`config.mk`:
```
export PLATFORM = sky130hd
export DESIGN_NAME = tcp_session_fsm
export DESIGN_NICKNAME = d
export VERILOG_FILES = /design/src/rtl/tcp_sess_pkg.sv /design/src/rtl/tcp_session_fsm_ts_clock.sv /design/src/rtl/tcp_session_fsm.sv
export SDC_FILE = /design/constraint.sdc
export NUM_CORES = 1
export LEC_CHECK = 0
export CAP_MARGIN = 20
export CORE_UTILIZATION = 35
export CTS_BUF_LIST = sky130_fd_sc_hd__clkbuf_8
export DETAILED_ROUTE_END_ITERATION = 16
export DONT_BUFFER_PORTS = 1
export SLEW_MARGIN = 10
export SYNTH_ARGS = -nofsm -noshare
export SYNTH_HDL_FRONTEND = slang
export SYNTH_SLANG_ARGS = --single-unit
```
`constraint.sdc`:
```
create_clock -name clk -period 5.6 [get_ports clk]
set_input_delay 1.68 -clock clk [delete_from_list [all_inputs] [get_ports clk]]
set_output_delay 1.68 -clock clk [all_outputs]
set_load 0.02 [all_outputs]
```
`src/rtl/tcp_sess_pkg.sv`:
```
`default_nettype none
// ============================================================================
//  Module      : tcp_sess_pkg
//  Description : Shared state codes, descriptor type codes and field widths
//                for the client-side TCP session tracker.
//  Revision    : 1.0 - initial release
// ============================================================================
package tcp_sess_pkg;

   localparam int SEQ_W  = 32;
   localparam int TS_W   = 32;
   localparam int DROP_W = 16;

   typedef enum logic [2:0] {
      ST_CLOSED   = 3'd0,
      ST_SYN_SENT = 3'd1,
      ST_ESTAB    = 3'd2,
      ST_FIN_WAIT = 3'd3,
      ST_LAST_ACK = 3'd4
   } state_e;

   typedef enum logic [1:0] {
      TX_SYN  = 2'd0,
      TX_ACK  = 2'd1,
      TX_FIN  = 2'd2,
      TX_RSVD = 2'd3
   } tx_type_e;

endpackage
`default_nettype wire

```
`src/rtl/tcp_session_fsm_ts_clock.sv`:
```
`default_nettype none
// ============================================================================
//  Module      : tcp_ts_clock
//  Description : Local TCP timestamp clock. A TS_DIV prescaler advances a
//                free-running 32-bit TSval counter once per TS_DIV cycles.
//  Revision    : 1.0 - initial release
// ============================================================================
module tcp_ts_clock
   import tcp_sess_pkg::*;
#(
   parameter int TS_DIV = 200_000
) (
   input  logic            clk,
   input  logic            resetn,
   output logic [TS_W-1:0] tsval
);

   localparam int                c_pre_w    = (TS_DIV > 1) ? $clog2(TS_DIV) : 1;
   localparam logic [c_pre_w-1:0] c_pre_last = c_pre_w'(TS_DIV - 1);

   logic [c_pre_w-1:0] pre_q, pre_d;
   logic [TS_W-1:0]    ts_q, ts_d;
   logic               tick;

   // Prescaler wraps after TS_DIV cycles and advances TSval on the wrap
   always_comb begin
      tick  = (pre_q == c_pre_last);
      pre_d = tick ? '0 : pre_q + c_pre_w'(1);
      ts_d  = tick ? ts_q + TS_W'(1) : ts_q;
   end

   // Prescaler and TSval registers
   always_ff @(posedge clk or negedge resetn) begin
      if (!resetn) begin
         pre_q <= '0;
         ts_q  <= '0;
      end else begin
         pre_q <= pre_d;
         ts_q  <= ts_d;
      end
   end

   assign tsval = ts_q;

endmodule
`default_nettype wire

```
`src/rtl/tcp_session_fsm.sv`:
```
`default_nettype none
// ============================================================================
//  Module      : tcp_session_fsm
//  Description : Client-side TCP connection tracker. Pops the flag checker's
//                segment FIFO, runs handshake / established / teardown,
//                issues transmit descriptors and owns SYN/FIN retransmission.
//  Revision    : 1.0 - initial release
// ============================================================================
module tcp_session_fsm
   import tcp_sess_pkg::*;
#(
   parameter logic [31:0] RTO_CYCLES = 32'd200_000_000,
   parameter int          MAX_RETRY  = 3,
   parameter int          TS_DIV     = 200_000
) (
   input  logic              clk,
   input  logic              resetn,
   input  logic              conn_open,
   input  logic              conn_close,
   input  logic [SEQ_W-1:0]  isn,
   input  logic              hand_shake_vld,
   input  logic              is_tcp_hand_shake,
   input  logic              is_tcp_ack,
   input  logic              is_tcp_fin,
   input  logic [SEQ_W-1:0]  seq_value,
   input  logic [SEQ_W-1:0]  ack_value,
   input  logic [TS_W-1:0]   ts_val,
   input  logic [TS_W-1:0]   ecr_val,
   output logic              rd_check,
   output logic              tx_vld,
   input  logic              tx_rdy,
   output logic [1:0]        tx_type,
   output logic [SEQ_W-1:0]  tx_seq,
   output logic [SEQ_W-1:0]  tx_ack,
   output logic [TS_W-1:0]   tx_tsval,
   output logic [TS_W-1:0]   tx_tsecr,
   output logic [2:0]        conn_state,
   output logic              conn_up,
   output logic              conn_fail,
   output logic [DROP_W-1:0] drop_cnt
);

   localparam int c_retry_w = $clog2(MAX_RETRY + 1);
   localparam logic [c_retry_w-1:0] c_retry_max = c_retry_w'(MAX_RETRY);
   // Emit cycle plus the one-cycle descriptor handshake are not counted by
   // the timer, so it is loaded two short to keep emit-to-emit at RTO_CYCLES.
   localparam logic [31:0] c_rto_load = RTO_CYCLES - 32'd2;

   state_e              state_q, state_d;
   logic [SEQ_W-1:0]    snd_nxt_q, snd_nxt_d;
   logic [SEQ_W-1:0]    rcv_nxt_q, rcv_nxt_d;
   logic [TS_W-1:0]     peer_ts_q, peer_ts_d;
   logic [31:0]         rto_q, rto_d;
   logic [c_retry_w-1:0] retry_q, retry_d;
   logic [DROP_W-1:0]   drop_cnt_q, drop_cnt_d;
   logic                tx_vld_q, tx_vld_d;
   tx_type_e            tx_type_q, tx_type_d;
   logic [SEQ_W-1:0]    tx_seq_q, tx_seq_d;
   logic [SEQ_W-1:0]    tx_ack_q, tx_ack_d;
   logic [TS_W-1:0]     tx_tsval_q, tx_tsval_d;
   logic [TS_W-1:0]     tx_tsecr_q, tx_tsecr_d;
   logic                conn_up_q, conn_up_d;
   logic                conn_fail_q, conn_fail_d;

   logic [TS_W-1:0]     ts_now;
   logic                timer_run, timer_exp;
   logic                emit, do_drop, load_timer;
   tx_type_e            emit_type;
   logic [SEQ_W-1:0]    emit_seq;
   // Peer TSecr is carried by the checker but not needed (no RTT estimation)
   logic                unused_ecr;

   assign unused_ecr = ^ecr_val;

   tcp_ts_clock #(
      .TS_DIV (TS_DIV)
   ) u_ts_clock (
      .clk    (clk),
      .resetn (resetn),
      .tsval  (ts_now)
   );

   // The FIFO is fall-through: popping is only blocked by a pending descriptor
   assign rd_check  = hand_shake_vld & ~tx_vld_q;
   assign timer_run = (state_q == ST_SYN_SENT) | (state_q == ST_FIN_WAIT) |
                      (state_q == ST_LAST_ACK);
   assign timer_exp = timer_run & ~tx_vld_q & (rto_q == '0);

   // Next-state, register updates and descriptor composition
   always_comb begin
      state_d     = state_q;
      snd_nxt_d   = snd_nxt_q;
      rcv_nxt_d   = rcv_nxt_q;
      peer_ts_d   = peer_ts_q;
      rto_d       = rto_q;
      retry_d     = retry_q;
      drop_cnt_d  = drop_cnt_q;
      tx_vld_d    = tx_vld_q;
      tx_type_d   = tx_type_q;
      tx_seq_d    = tx_seq_q;
      tx_ack_d    = tx_ack_q;
      tx_tsval_d  = tx_tsval_q;
      tx_tsecr_d  = tx_tsecr_q;
      conn_fail_d = 1'b0;
      emit        = 1'b0;
      emit_type   = TX_ACK;
      emit_seq    = snd_nxt_q;
      do_drop     = 1'b0;
      load_timer  = 1'b0;

      if (tx_vld_q && tx_rdy) begin
         tx_vld_d = 1'b0;
      end
      if (!tx_vld_q && (rto_q != '0)) begin
         rto_d = rto_q - 32'd1;
      end

      if (rd_check) begin
         // Any pop in a timed state restarts the timer, so pop beats expiry
         load_timer = timer_run;
         case (state_q)
            ST_SYN_SENT: begin
               if (!is_tcp_fin && is_tcp_hand_shake && (ack_value == snd_nxt_q)) begin
                  rcv_nxt_d = seq_value;
                  peer_ts_d = ts_val;
                  emit      = 1'b1;
                  emit_type = TX_ACK;
                  retry_d   = '0;
                  state_d   = ST_ESTAB;
               end else begin
                  do_drop = 1'b1;
               end
            end
            ST_ESTAB: begin
               if (is_tcp_fin) begin
                  // Our FIN consumes one sequence number, as on the close path
                  rcv_nxt_d  = seq_value;
                  emit       = 1'b1;
                  emit_type  = TX_FIN;
                  snd_nxt_d  = snd_nxt_q + SEQ_W'(1);
                  load_timer = 1'b1;
                  retry_d    = '0;
                  state_d    = ST_LAST_ACK;
               end else if (!is_tcp_hand_shake && is_tcp_ack) begin
                  rcv_nxt_d = seq_value;
                  snd_nxt_d = ack_value;
                  peer_ts_d = ts_val;
               end else begin
                  do_drop = 1'b1;
               end
            end
            ST_FIN_WAIT: begin
               if (is_tcp_fin) begin
                  rcv_nxt_d = seq_value;
                  emit      = 1'b1;
                  emit_type = TX_ACK;
                  state_d   = ST_CLOSED;
               end else if (!is_tcp_hand_shake && is_tcp_ack) begin
                  // snd_nxt is frozen so a FIN retransmit keeps its sequence
                  rcv_nxt_d = seq_value;
                  peer_ts_d = ts_val;
               end else begin
                  do_drop = 1'b1;
               end
            end
            ST_LAST_ACK: begin
               if (!is_tcp_fin && !is_tcp_hand_shake && is_tcp_ack) begin
                  state_d = ST_CLOSED;
               end else begin
                  do_drop = 1'b1;
               end
            end
            default: begin
               do_drop = 1'b1;
            end
         endcase
      end else if (timer_exp) begin
         if (retry_q == c_retry_max) begin
            conn_fail_d = 1'b1;
            retry_d     = '0;
            state_d     = ST_CLOSED;
         end else begin
            retry_d    = retry_q + c_retry_w'(1);
            emit       = 1'b1;
            emit_seq   = snd_nxt_q - SEQ_W'(1);
            load_timer = 1'b1;
            if (state_q == ST_SYN_SENT) begin
               emit_type = TX_SYN;
            end else begin
               emit_type = TX_FIN;
            end
         end
      end else if (!tx_vld_q && (state_q == ST_ESTAB) && conn_close) begin
         emit       = 1'b1;
         emit_type  = TX_FIN;
         snd_nxt_d  = snd_nxt_q + SEQ_W'(1);
         load_timer = 1'b1;
         retry_d    = '0;
         state_d    = ST_FIN_WAIT;
      end

      // Opening is independent of a same-cycle pop, which is simply dropped
      if (!tx_vld_q && (state_q == ST_CLOSED) && conn_open) begin
         snd_nxt_d  = isn + SEQ_W'(1);
         rcv_nxt_d  = '0;
         peer_ts_d  = '0;
         emit       = 1'b1;
         emit_type  = TX_SYN;
         emit_seq   = isn;
         load_timer = 1'b1;
         retry_d    = '0;
         state_d    = ST_SYN_SENT;
      end

      if (do_drop && (drop_cnt_q != '1)) begin
         drop_cnt_d = drop_cnt_q + DROP_W'(1);
      end
      if (load_timer) begin
         rto_d = c_rto_load;
      end
      // Descriptor fields are sampled from the post-update connection state
      if (emit) begin
         tx_vld_d   = 1'b1;
         tx_type_d  = emit_type;
         tx_seq_d   = emit_seq;
         tx_ack_d   = rcv_nxt_d;
         tx_tsval_d = ts_now;
         tx_tsecr_d = peer_ts_d;
      end
      conn_up_d = (state_d == ST_ESTAB);
   end

   // Connection state, counters and registered outputs
   always_ff @(posedge clk or negedge resetn) begin
      if (!resetn) begin
         state_q     <= ST_CLOSED;
         snd_nxt_q   <= '0;
         rcv_nxt_q   <= '0;
         peer_ts_q   <= '0;
         rto_q       <= '0;
         retry_q     <= '0;
         drop_cnt_q  <= '0;
         tx_vld_q    <= 1'b0;
         tx_type_q   <= TX_SYN;
         tx_seq_q    <= '0;
         tx_ack_q    <= '0;
         tx_tsval_q  <= '0;
         tx_tsecr_q  <= '0;
         conn_up_q   <= 1'b0;
         conn_fail_q <= 1'b0;
      end else begin
         state_q     <= state_d;
         snd_nxt_q   <= snd_nxt_d;
         rcv_nxt_q   <= rcv_nxt_d;
         peer_ts_q   <= peer_ts_d;
         rto_q       <= rto_d;
         retry_q     <= retry_d;
         drop_cnt_q  <= drop_cnt_d;
         tx_vld_q    <= tx_vld_d;
         tx_type_q   <= tx_type_d;
         tx_seq_q    <= tx_seq_d;
         tx_ack_q    <= tx_ack_d;
         tx_tsval_q  <= tx_tsval_d;
         tx_tsecr_q  <= tx_tsecr_d;
         conn_up_q   <= conn_up_d;
         conn_fail_q <= conn_fail_d;
      end
   end

   assign tx_vld     = tx_vld_q;
   assign tx_type    = tx_type_q;
   assign tx_seq     = tx_seq_q;
   assign tx_ack     = tx_ack_q;
   assign tx_tsval   = tx_tsval_q;
   assign tx_tsecr   = tx_tsecr_q;
   assign conn_state = state_q;
   assign conn_up    = conn_up_q;
   assign conn_fail  = conn_fail_q;
   assign drop_cnt   = drop_cnt_q;

endmodule
`default_nettype wire

```
==> run metrics, run 1 <==
CTS Root Cell=clkbuf_8; nets@finish=1978; main flop type after synthesis=dfrtp_1; cell leakage power=~8.5 nW; die height=around 220 um; final setup vio count=0; R2R Path Start=conn_state[0]; worst hold path endpoint=u_ts_clock.tsval[31]; commonest non-fill, non-tap cell in the layout=dfrtp_1; # Post-CTS Setup Buffers=0; Yosys warning total=0; TritonRoute pass-1 iters=6; PwrDens=459 nW/um^2; Die Wd=223 um; Worst Skew=0.0431 ns; worst-margin pin slew=1.11 ns; Area Growth Syn to Fin=11.0%; Syn Inst Count=1834; synth unique cells=between 70 and 80; final worst path period need=3.93 ns; via count=13700; CTS sink cnt=between 300 and 400; period utilisation layout=70.2%; Max Slew Vio Count=0; share of cells above drive strength 1=roughly 8.8%; Ports=322; mapped cell area=17100 um^2; Mapped Nets=2011; gpl congestion=roughly 0.9; total gr overflow=0; CTS tree=yes; largest net degree at the start of global routing=333; Core ar.=48000 um^2; placed insts=between 2000 and 2500; Vias per Instance=5.57; post-synth top area cell=dfrtp_1; Seq/Total Area, Yosys=48.5%; clock slew at reported path FFs=0.06 ns; Worst EP arrival=4.39 ns; post-cts hold buffer count=0; initial antenna violation count=2; Hold Crit Depth=1; wire per inst=20.6 um; PortBufs=0; CTS buffer count=61; Synth area leaders=dfrtp_1 48%, nand2_1 6.9%, xor2_1 4.7%; Reg-to-Reg End=tx_tsval[23]; outcome=finished clean; DRC=0; Synth async-reset ratio=100%; Critical Path RT=6.06 ns; 1st-iter DRT viols=1133; multi-input logic area=roughly 8200 um^2; post-cts gate resize count=0; die area=49800 um^2; Core Util, Final=39.6%; Clk Latency, worst-skew pair=0.65 ns; Post-synth EDFFs=0; number of global-route vias before repair=around 14000; Non-Filler Instances=2467; Site Rows=80; Reg2Reg Setup Slack=~1.9 ns; Max Fclk=254 MHz; crit path kind=in -> reg; crit-path max FO=32; RSZ-0062 raised after global routing=false; clk buf depth=3; Worst Setup End Kind=flip-flop; final wirelength=a little over 50 mm; Final Hold Fails=0; first-pass GRT wire length=79.2 mm; critical hold path startpoint=u_ts_clock.tsval[31]; worst hold path type=reg -> reg; Layout fillers=4779; All-Layer GR Usage=approximately a fifth; R2R depth=9; DP HPWL=~35 mm; setup_tns=0 ns; max_cap viols=0; H-tree depth=2; Yosys top cell area share=48.5%; starting utilization of the core area=35.7%; antenna-violating nets left=0; Max VDD drop=209 uV; CP Launch Type=primary input; Avg Inst Size Synth=between 9 and 10 um^2; Max-slew headroom=25.3%; commonest non-fill, non-tap cells in the layout=332 x dfrtp_1, 315 x nand2_1, 191 x nor2_1; Register Area=8310 um^2; Seq cells post-synth=332
[worst max-delay path by stage]
stage,startpoint,endpoint,slack (ns)
2_1_floorplan,hand_shake_vld,rd_check,1.91
3_3_place_gp,ack_value[1],peer_ts_q[23],1.11
3_5_place_dp,ack_value[1],tx_seq[14],1.07
4_1_cts,hand_shake_vld,rd_check,1.69
5_1_grt,conn_state[2],tx_tsval[7],1.43
6_report,ack_value[1],peer_ts_q[23],1.67
[logic make-up (layout without fill, tap and decap cells)]
group                    after synthesis  after routing  synth area share, %
AO/OA/AOI/OAI                        287            287                 11.1
XOR/XNOR                             179            179                 9.15
adder cells (fa/ha/maj)                8              8                0.584
buffers and inverters                160            177                 4.07
flip-flops                           332            332                 48.5
multiplexers                          70             70                 4.10
other                                  0              1                    0
AND/OR/NAND/NOR                      798            798                 22.6
[stage by stage]
stage / instance area (um^2) / total power, mW / worst slack, ns / hold WS (ns)
finish: 19000 / 8.73 / 1.67 / 0.469
global route: 19000 / 9.24 / 1.43 / 0.493
CTS: 19000 / 8.80 / 1.69 / 0.472
detailed placement: 17600 / 6.03 / 1.07 / 0.464
global placement: 17500 / 5.96 / 1.11 / 0.457
floorplan: 17100 / 5.39 / 1.91 / 0.439
[registers in the layout, indices dropped and copies added (netlist names), 2 cells and up]
register          flops
peer_ts_q            32
rcv_nxt_q            32
rto_q                32
snd_nxt_q            32
tx_ack               32
tx_seq               32
tx_tsecr             32
tx_tsval             32
u_ts_clock.tsval     32
u_ts_clock.pre_q     18
drop_cnt             16
conn_state            3
retry_q               2
tx_type               2
[report_power, final]
part           switching [mW]  leakage [nW]  total (mW)  internal [mW]
clock network            1.08         0.793        2.72           1.64
logic                    1.17          3.39        1.91          0.742
registers                1.11          4.32        4.10           2.99
[worst max-delay path, cell delays in order]
cell     delay (ns)
xor2_1         0.16
nor4_1         0.49
nand4_1        0.34
or4_1          0.73
nand2_2        0.10
buf_4          0.49
mux2i_1        0.26
nor2_1         0.06
[metal layers]
layer	vias up	share of wire, %	GRT usage [%]
li1	6340	-	-
met1	6807	42	25.9
met2	496	45	31.4
met3	93	10	6.99
met4	0	2.7	6.74
met5	-	0	0
[cells in the mapped netlist, types with 16 or more instances]
cell      count
dfrtp_1     332
nand2_1     316
nor2_1      191
xor2_1       92
xnor2_1      87
nand3_1      73
mux2i_1      69
clkbuf_1     64
o21ai_0      64
a21oi_1      57
inv_1        47
buf_2        34
a222oi_1     33
a22oi_1      33
and3_1       31
nand4_1      31
nor3_1       25
nor4_1       23
o21ai_1      22
or3_1        16
[layout make-up]
type / instances / area share (%)
well taps: 615 / 4.05
diodes: 1 / 0.0132
inverters: 47 / 0.928
clock buffers: 83 / 6.01
clock inverters: 30 / 1.68
flip-flops and latches: 332 / 43.7
multi-input cells: 1342 / 42.9
repair buffers: 17 / 0.757
(Power assumes the default switching activity.)
==> inputs of run 2 (changes only) <==
- clock period: 5.6 -> 3.55 ns (I/O delays scaled with it)
==> run metrics, run 2 (synthesized netlist as in run 1, its figures left out) <==
outcome=finished clean; initial antenna violation count=1 (-1); starting utilization of the core area=35.7% (unchanged); Vias per Instance=5.54 (-0.44%); DRC=0 (unchanged); multi-input logic area=8160 um^2 (unchanged); TritonRoute pass-1 iters=7 (+1); nets@finish=2012 (+1.7%); 1st-iter DRT viols=1235 (+9.0%); worst hold path type=in -> async; die area=49800 um^2 (unchanged); Max Slew Vio Count=0 (unchanged); commonest non-fill, non-tap cells in the layout=332 x dfrtp_1, 315 x nand2_1, 191 x nor2_1; CTS Root Cell=clkbuf_8; PwrDens=705 nW/um^2 (+54%); Clk Latency, worst-skew pair=0.68 ns (+0.03 ns); CTS sink cnt=332 (unchanged); post-cts gate resize count=0 (unchanged); H-tree depth=2 (unchanged); placed insts=2389 (+1.5%); RSZ-0062 raised after global routing=false; final worst path period need=3.29 ns; period utilisation layout=92.7%; share of cells above drive strength 1=10.0% (+1.3 points); Area Growth Syn to Fin=12.4%; gpl congestion=0.899 (about the same); Tot Pwr=13.6 mW (+56%); setup_tns=0 ns (unchanged); clk buf depth=3 (unchanged); Inserted Diodes=0 (-1); Max-slew headroom=37.2% (+12 points); Worst Skew=0.0465 ns (+0.00336 ns); Ports=322 (unchanged); CTS buffer count=59 (-3.3%); Layout fillers=4746 (-0.69%); final setup vio count=0 (unchanged); crit-path max FO=16 (-50%); CP Launch Type=flip-flop; final wirelength=51.0 mm (+0.57%); Final Hold Fails=0 (unchanged); CTS tree=yes; Core ar.=48000 um^2 (unchanged); Max VDD drop=519 uV (+150%); first-pass GRT wire length=78.9 mm (-0.30%); Non-Filler Instances=2497 (+1.2%); antenna-violating nets left=0 (unchanged); wire per inst=20.4 um (-0.64%); largest net degree at the start of global routing=333 (unchanged); number of global-route vias before repair=13500 (-1.4%); Fin Hold WS=0.121 ns (-0.348 ns); clock slew at reported path FFs=0.06 ns (about the same); Die Wd=223 um (unchanged); max_cap viols=0 (unchanged); total gr overflow=0 (unchanged); commonest non-fill, non-tap cell in the layout=dfrtp_1; Register Area=8310 um^2 (unchanged); crit path kind=reg -> reg; Worst Setup End Kind=flip-flop; die height=223 um (unchanged); DP HPWL=35.8 mm (+2.8%); PortBufs=0 (unchanged); Max Fclk=304 MHz; Worst EP arrival=3.88 ns (-0.51 ns); Site Rows=80 (unchanged); All-Layer GR Usage=20.2% (+0.097 points); cell leakage power=8.66 nW (+1.9%); Critical Path RT=4.14 ns (-1.92 ns); via count=13800 (+0.77%); worst-margin pin slew=0.942 ns (-0.168 ns); # Post-CTS Setup Buffers=0 (unchanged); post-cts hold buffer count=0 (unchanged)
[run 2: changes by cell type in the layout (fill, tap and decap cells not counted), sizes merged]
| cell | change |
|---|---|
| clkinvlp | -2 |
| diode | -1 |
| inv | +6 |
| buf | +36 |
| bufinv | -2 |
| clkinv | +6 |
| clkbuf | -13 |
[run 2: path summary, 6_finish.rpt]
| kind | slack [ns] | to | from | cells past startpoint |
|---|---|---|---|---|
| worst max register to register | 0.26 | tx_seq[9] | snd_nxt_q[28] | 11 |
| min in group clk | 0.47 | u_ts_clock.tsval[31] | u_ts_clock.tsval[31] | 1 |
| worst min-delay path | 0.12 | tx_ack[5] | resetn | 0 |
| worst max-delay path | 0.26 | tx_seq[9] | snd_nxt_q[28] | 11 |
| max in group asynchronous | 2.64 | tx_tsecr[7] | resetn | 0 |
| worst min register to register | 0.47 | u_ts_clock.tsval[31] | u_ts_clock.tsval[31] | 1 |
[run 2: per-stage QoR]
step	setup slack [ns]	utilization, %	area (um^2)
2_1_floorplan	0.566	-	17100
3_3_place_gp	-0.0794	37.4	18000
3_5_place_dp	-0.105	37.4	18000
4_1_cts	0.337	40.1	19300
5_1_grt	0.0803	40.1	19300
6_report	0.260	40.1	19300
[run 2: layout make-up]
type | count | share of cell area, %
Sequential cell | 332 | 43.1
Inverter | 47 | 0.916
Clock inverter | 38 | 1.66
Clock buffer | 70 | 5.00
Multi-Input combinational cell | 1342 | 42.4
Timing Repair Buffer | 53 | 2.93
Tap cell | 615 | 4.00
[run 2: layer usage]
metal / global-route usage, % / part of all wire, % / vias up / wire (um)
li1: - / - / 6409 / -
met1: 25.9 / 41 / 6823 / 21100
met2: 31.0 / 45 / 521 / 23000
met3: 7.72 / 11 / 89 / 5470
met4: 7.03 / 2.9 / 0 / 1500
met5: 0 / 0 / - / 0
[run 2: power breakdown]
group	leakage, nW	switching [mW]	internal (mW)	total [mW]
clock	0.731	1.69	2.17	3.87
combinational	3.61	2.03	1.34	3.37
sequential	4.32	1.61	4.72	6.34
total	8.66	5.34	8.24	13.6
[run 2: critical path, stage by stage, from the launching register on]
cell      delay (ns)
dfrtp_1         0.53
xor2_1          0.23
nor4_1          0.47
buf_4           0.19
nand4_1         0.12
buf_4           0.19
nor4_1          0.44
o211ai_1        0.20
buf_4           0.25
a211oi_1        0.32
buf_4           0.17
a21o_1          0.07
